### src/rtl/acc_result_fifo.sv
// Result FIFO behind the unsigned accumulator: first-word-fall-through queue of {carry,data}
// with saturating carry/drop statistics. Optional macro ACC_FIFO_SAT_EN stores carried results as all-ones.
module acc_result_fifo #(
    parameter int unsigned NB_DATA = 6,
    parameter int unsigned DEPTH   = 4,
    parameter int unsigned NB_CNT  = 8
) (
    input  logic                     clk,
    input  logic                     i_rst_n,
    input  logic                     i_valid,
    input  logic [NB_DATA-1:0]       i_data,
    input  logic                     i_carry,
    input  logic                     i_ready,
    output logic                     o_valid,
    output logic [NB_DATA-1:0]       o_data,
    output logic                     o_carry,
    output logic                     o_full,
    output logic                     o_empty,
    output logic [$clog2(DEPTH):0]   o_level,
    output logic [NB_CNT-1:0]        o_carry_cnt,
    output logic [NB_CNT-1:0]        o_drop_cnt
);

    localparam int unsigned NB_PTR = $clog2(DEPTH);
    localparam int unsigned NB_LVL = NB_PTR + 1;

    typedef struct packed {
        logic               carry;
        logic [NB_DATA-1:0] data;
    } entry_t;

    entry_t              mem_q [DEPTH];
    logic [NB_PTR-1:0]   wr_ptr_q, wr_ptr_d;
    logic [NB_PTR-1:0]   rd_ptr_q, rd_ptr_d;
    logic [NB_LVL-1:0]   level_q, level_d;
    logic [NB_CNT-1:0]   carry_cnt_q, carry_cnt_d;
    logic [NB_CNT-1:0]   drop_cnt_q, drop_cnt_d;

    logic   full_c;
    logic   empty_c;
    logic   push_c;
    logic   pop_c;
    entry_t wr_entry_c;

    // Occupancy flags come straight from the registered level.
    assign full_c  = (level_q == NB_LVL'(DEPTH));
    assign empty_c = (level_q == NB_LVL'(0));
    assign push_c  = i_valid & ~full_c;
    assign pop_c   = i_ready & ~empty_c;

    always_comb begin
        wr_entry_c.carry = i_carry;
`ifdef ACC_FIFO_SAT_EN
        wr_entry_c.data  = i_carry ? {NB_DATA{1'b1}} : i_data;
`else
        wr_entry_c.data  = i_data;
`endif
    end

    // Next-state for pointers, level and statistics.
    always_comb begin
        wr_ptr_d    = wr_ptr_q;
        rd_ptr_d    = rd_ptr_q;
        level_d     = level_q;
        carry_cnt_d = carry_cnt_q;
        drop_cnt_d  = drop_cnt_q;

        if (push_c) begin
            wr_ptr_d = wr_ptr_q + NB_PTR'(1);
        end
        if (pop_c) begin
            rd_ptr_d = rd_ptr_q + NB_PTR'(1);
        end

        case ({push_c, pop_c})
            2'b10:   level_d = level_q + NB_LVL'(1);
            2'b01:   level_d = level_q - NB_LVL'(1);
            default: level_d = level_q;
        endcase

        if (push_c && i_carry && (carry_cnt_q != {NB_CNT{1'b1}})) begin
            carry_cnt_d = carry_cnt_q + NB_CNT'(1);
        end
        // Full is judged on the level at cycle start, so a same-cycle pop does not rescue the push.
        if (i_valid && full_c && (drop_cnt_q != {NB_CNT{1'b1}})) begin
            drop_cnt_d = drop_cnt_q + NB_CNT'(1);
        end
    end

    always_ff @(posedge clk) begin
        if (!i_rst_n) begin
            wr_ptr_q    <= '0;
            rd_ptr_q    <= '0;
            level_q     <= '0;
            carry_cnt_q <= '0;
            drop_cnt_q  <= '0;
        end else begin
            wr_ptr_q    <= wr_ptr_d;
            rd_ptr_q    <= rd_ptr_d;
            level_q     <= level_d;
            carry_cnt_q <= carry_cnt_d;
            drop_cnt_q  <= drop_cnt_d;
        end
    end

    // Storage is never cleared; a push coinciding with reset is discarded.
    always_ff @(posedge clk) begin
        if (i_rst_n && push_c) begin
            mem_q[wr_ptr_q] <= wr_entry_c;
        end
    end

    assign o_valid     = ~empty_c;
    assign o_empty     = empty_c;
    assign o_full      = full_c;
    assign o_level     = level_q;
    assign o_data      = mem_q[rd_ptr_q].data;
    assign o_carry     = mem_q[rd_ptr_q].carry;
    assign o_carry_cnt = carry_cnt_q;
    assign o_drop_cnt  = drop_cnt_q;

endmodule

### config.mk
export PLATFORM = sky130hd
export DESIGN_NAME = acc_result_fifo
export DESIGN_NICKNAME = d
export VERILOG_FILES = /design/src/rtl/acc_result_fifo.sv
export SDC_FILE = /design/constraint.sdc
export NUM_CORES = 1
export LEC_CHECK = 0
export ABC_AREA = 1
export CORE_MARGIN = 2
export CORE_UTILIZATION = 40
export CTS_BUF_LIST = sky130_fd_sc_hd__clkbuf_8
export CTS_CLUSTER_DIAMETER = 120
export DETAILED_ROUTE_END_ITERATION = 10
export GPL_TIMING_DRIVEN = 1
export PLACE_DENSITY_LB_ADDON = 0.15
export SLEW_MARGIN = 30
export SYNTH_ARGS = -nofsm -noshare
export SYNTH_HDL_FRONTEND = slang
export SYNTH_SLANG_ARGS = --single-unit
export TNS_END_PERCENT = 20
### constraint.sdc
create_clock -name clk -period 2.6 [get_ports clk]
set_input_delay 0.52 -clock clk [delete_from_list [all_inputs] [get_ports clk]]
set_output_delay 0.52 -clock clk [all_outputs]
set_load 0.05 [all_outputs]
==> results.yml, run 1 <==
floorplan:
  rows: 28
  fp.dieW_um: 82.1
  dieArea_mm2: 0.00674
  fp.dieH_um: 82.1
  pin_count: 40
  start_util_pct: 41.2
  core_mm2: 0.00592
place:
  gp_congestion: 0.797
  dp_hpwl_um: 3320
  numPortBuffers: 39
  dp.cells: 393
  dp_slack_ps: 256
layout:
  nNetsFinal: 344
  fin_cells: 401
  insertedDiodeCount: 0
  layout-drive-gt1-share_pct: 10.1
  synthToLayoutAreaGrowth_pct: 24.0
logic_synthesis:
  ys_top_cells_by_area: "edfxtp_1, dfxtp_1, nor2_1"
  ys.flop_type: "edfxtp_1"
  synth_top_cell_by_area: "edfxtp_1"
  postSynth.asyncResetShare_pct: 0
  postSynthCellCount: 276
  syn_avg_cell_area_um2: 8.84
  synth_nets: 295
  ys_top_cells_by_count: "nor2_1, nand2_1, inv_1, edfxtp_1, dfxtp_1"
  netlist_area_mm2: 0.00244
  synth_top_area_share_pct: 34.5
  yosysUniqueCellTypes: 29
  yosysWarnings: 0
  yosysMostFrequentCell: "nor2_1"
  synth-edff-count: 28
  ys_seq_area_share_pct: 55.0
  synth.ff_latch_count: 53
hold_path:
  hold_path.class: "reg2reg"
cts:
  post-cts-setup-buffers: 0
  clkLatencyLatePin_ps: 310
  cts_made_buffers: 5
  cts_resized: 0
  cts-root-buf: "clkbuf_8"
  cts_tree: "done"
  clk_pin_slew_ps: 100
  htreeDepth: 2
  cts_sinks: 53
  cts.path.max_buffers: 2
  cts_hold_buf: 0
detailed_routing:
  num_vias: 1893
  wirelength_um: 4660
  drt_iter0_drc: 72
  drcViolationCount: 0
  vias_per_cell: 4.72
  drtAntennaViolNets: 0
  firstDrtPassIters: 4
  routedWlPerCell_um: 11.6
power:
  p_total_w: 0.00251
  leakagePower_nw: 1.21
  pwr_density_cell_mw_per_mm2: 829
  vdd_drop_max_mv: 0.687
critical_path:
  critPathLaunchType: "flip-flop"
  cp.arrival_ps: 1940
  end_kind: "output port"
  path_max_fanout: 8
  cp_slowest_cell: "clkdlybuf4s50_1"
  critPathRequiredTime_ps: 2080
  criticalPathCategory: "reg2out"
  path_cells: "inv_1 > o21ai_0 > o22ai_1 > clkdlybuf4s50_1"
  max_stage_delay_ps: 820
sta:
  fin_skew_ps: 7.28
  setup_slack_ps: 136
  relSlewSlack_pct: 66.5
  setup_viol: 0
  worst_pin_slew_ps: 501
  fmax_mhz: 406
  min_period_ps: 2460
  grt_setup_unrepaired: "no"
  fin_crit_sh_pct: 94.8
  slew_viol_final: 0
  tns_ps: 0
  finalHoldViolCount: 0
grt:
  grt.overflow.total: 0
  grt_pass1_wl_um: 7980
  track_usage_pct: 15.4
  grt_max_degree: 21
  grt_pass1_vias: 1792
  antenna_found_initial: 0
run:
  cap_violations: 0
status:
  status: "finished, final reports clean"
layer usage:
metal	up-vias	wire, um	track usage (%)
met4	0	27	4.00
met5	-	0	0
met3	2	153	4.02
met1	858	2360	21.0
li1	1004	-	-
met2	29	2120	24.6
critical path: cells and delay by family, from the launching register on:
kind	cells	cell delay, ps
flip-flops	1	390
buffers and inverters	2	1010
AO/OA/AOI/OAI	2	240
power breakdown:
group          leakage [nW]  total (W)  internal (W)  switching (W)
Clock                0.0506   0.000492      0.000202       0.000290
Sequential            0.458    0.00102      0.000955      0.0000679
Combinational         0.699   0.000993      0.000319       0.000674
final timing paths:
kind | startpoint | endpoint | slack [ps] | cells after the start
setup / recovery | flip-flop | o_data[2] | 140 | 4
hold / removal | rd_ptr_q[0] | rd_ptr_q[0] | 490 | 1
setup reg to reg | o_level[1] | o_level[2] | 590 | 10
hold reg to reg | rd_ptr_q[0] | rd_ptr_q[0] | 490 | 1
layout by cell type (no fill, tap or decap):
cell,synthesis,layout
nand3_2,2,2
clkinv_4,0,1
a31oi_1,1,1
a21oi_1,16,16
or2_2,1,1
xor2_1,2,2
clkdlybuf4s50_1,0,33
nand2_1,47,47
nand3b_1,1,1
inv_2,1,1
nor2_1,48,48
inv_6,0,1
nand4_1,3,3
xnor2_1,1,1
inv_8,0,1
inv_1,36,36
edfxtp_1,28,28
nand2_4,1,1
nor2_2,2,2
a21boi_2,1,1
nand3_1,13,13
nand2_2,1,1
buf_4,0,15
fa_1,1,1
nor3_1,1,1
ha_1,7,7
o22ai_1,7,7
dfxtp_1,25,25
o21ai_0,23,23
nor2_4,1,1
clkbuf_8,1,5
logic make-up (layout without fill, tap and decap cells):
group | Yosys count | count (layout) | synth area share [%]
AND/OR/NAND/NOR | 121 | 121 | 21.3
flip-flops | 53 | 53 | 55.0
AO/OA/AOI/OAI | 48 | 48 | 10.5
buffers and inverters | 43 | 93 | 7.69
adder cells (fa/ha/maj) | 8 | 8 | 4.41
XOR/XNOR | 3 | 3 | 1.08
through the flow:
stage | util (%) | hold WS, ps | instance area (um^2)
5_1_grt | 51.1 | 520 | 3030
3_3_place_gp | 49.5 | 455 | 2930
6_report | 51.1 | 486 | 3030
2_1_floorplan | - | 444 | 2440
3_5_place_dp | 49.5 | 470 | 2930
4_1_cts | 51.1 | 486 | 3030
registers in the layout (all words and copies together), names as in the netlist, named ones only:
register / flops
o_level: 3
o_carry_cnt: 8
o_drop_cnt: 8
rd_ptr_q: 2
mem_q: 28
wr_ptr_q: 2
final cells by class:
| cell class | instances | area [um^2] |
|---|---|---|
| inverter | 37 | 139 |
| fill | 570 | 2900 |
| clock buffer | 5 | 68.8 |
| multi-input combinational | 180 | 911 |
| clock inverter | 3 | 28.8 |
| timing repair buffer | 48 | 443 |
| tap | 75 | 93.8 |
| sequential | 53 | 1340 |
Power figures use the tool's default switching activity.
==> run 2: changes to the inputs <==
--- a/config.mk
+++ b/config.mk
@@ -6,8 +6,10 @@
 export NUM_CORES = 1
 export LEC_CHECK = 0
 export ABC_AREA = 1
+export CELL_PAD_IN_SITES_DETAIL_PLACEMENT = 1
+export CELL_PAD_IN_SITES_GLOBAL_PLACEMENT = 2
 export CORE_MARGIN = 2
-export CORE_UTILIZATION = 40
+export CORE_UTILIZATION = 33
 export CTS_BUF_LIST = sky130_fd_sc_hd__clkbuf_8
 export CTS_CLUSTER_DIAMETER = 120
 export DETAILED_ROUTE_END_ITERATION = 10
==> run 2 against run 1 <==
Against the previous run: power increased by 0.87%; first-iteration DRC count increased by 49%; sequential share of layout area decreased by 0.29 points; clock-buffer cell count unchanged; worst setup slack improved by 110 ps; via count increased by 1.6%; clock skew about the same; critical path depth unchanged; hold slack improved by 0.77 ps; design area increased by 0.66%; critical path type unchanged; critical endpoint is now o_empty; largest cell class unchanged; highest routed layer unchanged.
==> results.yml, run 2 (synthesis results as in run 1) <==
cts:
  clkLatencyLatePin_ps: 320
  cts_tree: "done"
  post-cts-setup-buffers: 0
  cts_sinks: 53
  cts.path.max_buffers: 2
  cts_resized: 0
  cts_hold_buf: 0
  cts_made_buffers: 5
  htreeDepth: 2
  clk_pin_slew_ps: 110
  cts-root-buf: "clkbuf_8"
grt:
  track_usage_pct: 14.6
  grt_pass1_vias: 1958
  grt.overflow.total: 0
  grt.busiest_layer: "met2"
  antenna_found_initial: 0
  grt_pass1_wl_um: 9490
  use_met3_pct: 2.93
  grt_max_degree: 21
  met2_usage_pct: 22.7
  globalRouteMet1Util_pct: 20.7
power:
  combPwrFrac_pct: 39.5
  power.net_switching_w: 0.00106
  p_clk_share_pct: 20.2
  seq_power_share_pct: 40.3
  leakagePower_nw: 1.20
  p_int_w: 0.00147
  switching_share_pct: 42.0
  vdd_drop_max_mv: 0.551
  pwr_density_cell_mw_per_mm2: 831
sta:
  fin_crit_sh_pct: 90.6
  setup_viol: 0
  finalHoldViolCount: 0
  fin_skew_ps: 7.71
  grt_setup_unrepaired: "no"
  tns_ps: 0
  min_period_ps: 2360
  relSlewSlack_pct: 66.2
  setup_slack_ps: 244
  worst_pin_slew_ps: 506
  slew_viol_final: 0
  fmax_mhz: 424
critical_path:
  cp.arrival_ps: 1840
  critPathRequiredTime_ps: 2080
  path_depth: 4
  critPathLaunchType: "flip-flop"
  path_max_fanout: 4
  reg2reg_setup_slack_ps: 550
  max_stage_delay_ps: 800
  cp_slowest_cell: "clkdlybuf4s50_1"
  crit_start: "o_level[1]"
  r2r-start: "o_level[1]"
  criticalPathCategory: "reg2out"
  crit_buf_inv: 2
  path_cells: "nor2_4 > nand2_1 > inv_1 > clkdlybuf4s50_1"
  rr_endpoint: "o_level[2]"
  end_kind: "output port"
  reg2reg_depth: 10
  critPathTopFamily: "buffers and inverters"
  crit_end: "o_empty"
detailed_routing:
  drt_iter0_drc: 107
  firstDrtPassIters: 4
  wirelength_um: 5450
  num_vias: 1923
  routedWlPerCell_um: 12.9
  drcViolationCount: 0
  vias_per_cell: 4.54
  drtAntennaViolNets: 0
floorplan:
  fp.dieW_um: 90.0
  core_mm2: 0.00721
  fp.dieH_um: 90.0
  rows: 31
  pin_count: 40
  start_util_pct: 33.8
  dieArea_mm2: 0.00810
layout:
  fill_cells: 887
  layout-drive-gt1-share_pct: 10.2
  insertedDiodeCount: 0
  final_cell_mix: "nor2_1, nand2_1, inv_1"
  nNetsFinal: 343
  post-route-util_pct: 42.2
  largest_reg_flops: 28
  final_common_cell: "nor2_1"
  multi_input_area_um2: 911
  final-seq-area_mm2: 0.00134
  synthToLayoutAreaGrowth_pct: 24.8
  top_register: "mem_q"
status:
  status: "finished, final reports clean"
run:
  cap_violations: 0
hold_path:
  hold_path.class: "reg2reg"
place:
  dp_slack_ps: 204
  gp_congestion: 0.775
  numPortBuffers: 39
  dp_hpwl_um: 3920
## run 2: cell types whose count changed in the layout (fill, tap and decap cells not counted)
cell and delta:
clkdlybuf4s50_1 -1
## run 2: worst reg2reg max path: stages (launching register included)
cell	delay, ps
dfxtp_1	370
nor2_4	190
nand2_4	100
nand2_1	140
ha_1	170
inv_1	70
fa_1	370
or2_2	300
nand2_1	90
o21ai_0	70
a21oi_1	120
## run 2: worst min path at each step
stage / startpoint / endpoint / slack, ps / depth (start not counted)
global placement: rd_ptr_q[0] / rd_ptr_q[0] / 460 / 1
CTS: rd_ptr_q[0] / rd_ptr_q[0] / 490 / 1
floorplan: rd_ptr_q[0] / flip-flop / 440 / 1
global route: rd_ptr_q[0] / rd_ptr_q[0] / 540 / 1
detailed placement: rd_ptr_q[0] / flip-flop / 480 / 1
finish: rd_ptr_q[0] / rd_ptr_q[0] / 490 / 1
## run 2: layout make-up
class                   instances  area share, %
clock buffers                   5           2.26
inverters                      37           4.56
flip-flops and latches         53           44.0
repair buffers                 47           14.2
clock inverters                 3          0.945
well taps                      99           4.07
multi-input cells             180           29.9
## run 2: stage by stage
step           cell area, um^2  hold slack (ps)  std cells  total power, W
3_3_place_gp              2950              455        416         0.00204
2_1_floorplan             2440              444        276         0.00173
5_1_grt                   3050              540        424         0.00268
4_1_cts                   3050              490        424         0.00256
6_report                  3050              487        424         0.00253
3_5_place_dp              2950              476        416         0.00205
## run 2: per-layer routing
layer	part of all wire, %	wire [um]
met1	52	2830
met2	44	2420
met4	1.1	62
met5	0	0
met3	2.4	133
## run 2: power groups by stage
| stage | logic [W] | clock network, W | registers [W] |
|---|---|---|---|
| CTS | 0.00101 | 0.000525 | 0.00102 |
| global placement | 0.000998 | 0 | 0.00104 |
| detailed placement | 0.00101 | 0 | 0.00104 |
| floorplan | 0.000591 | 0 | 0.00114 |
| finish | 0.00100 | 0.000510 | 0.00102 |
| global route | 0.00109 | 0.000559 | 0.00103 |
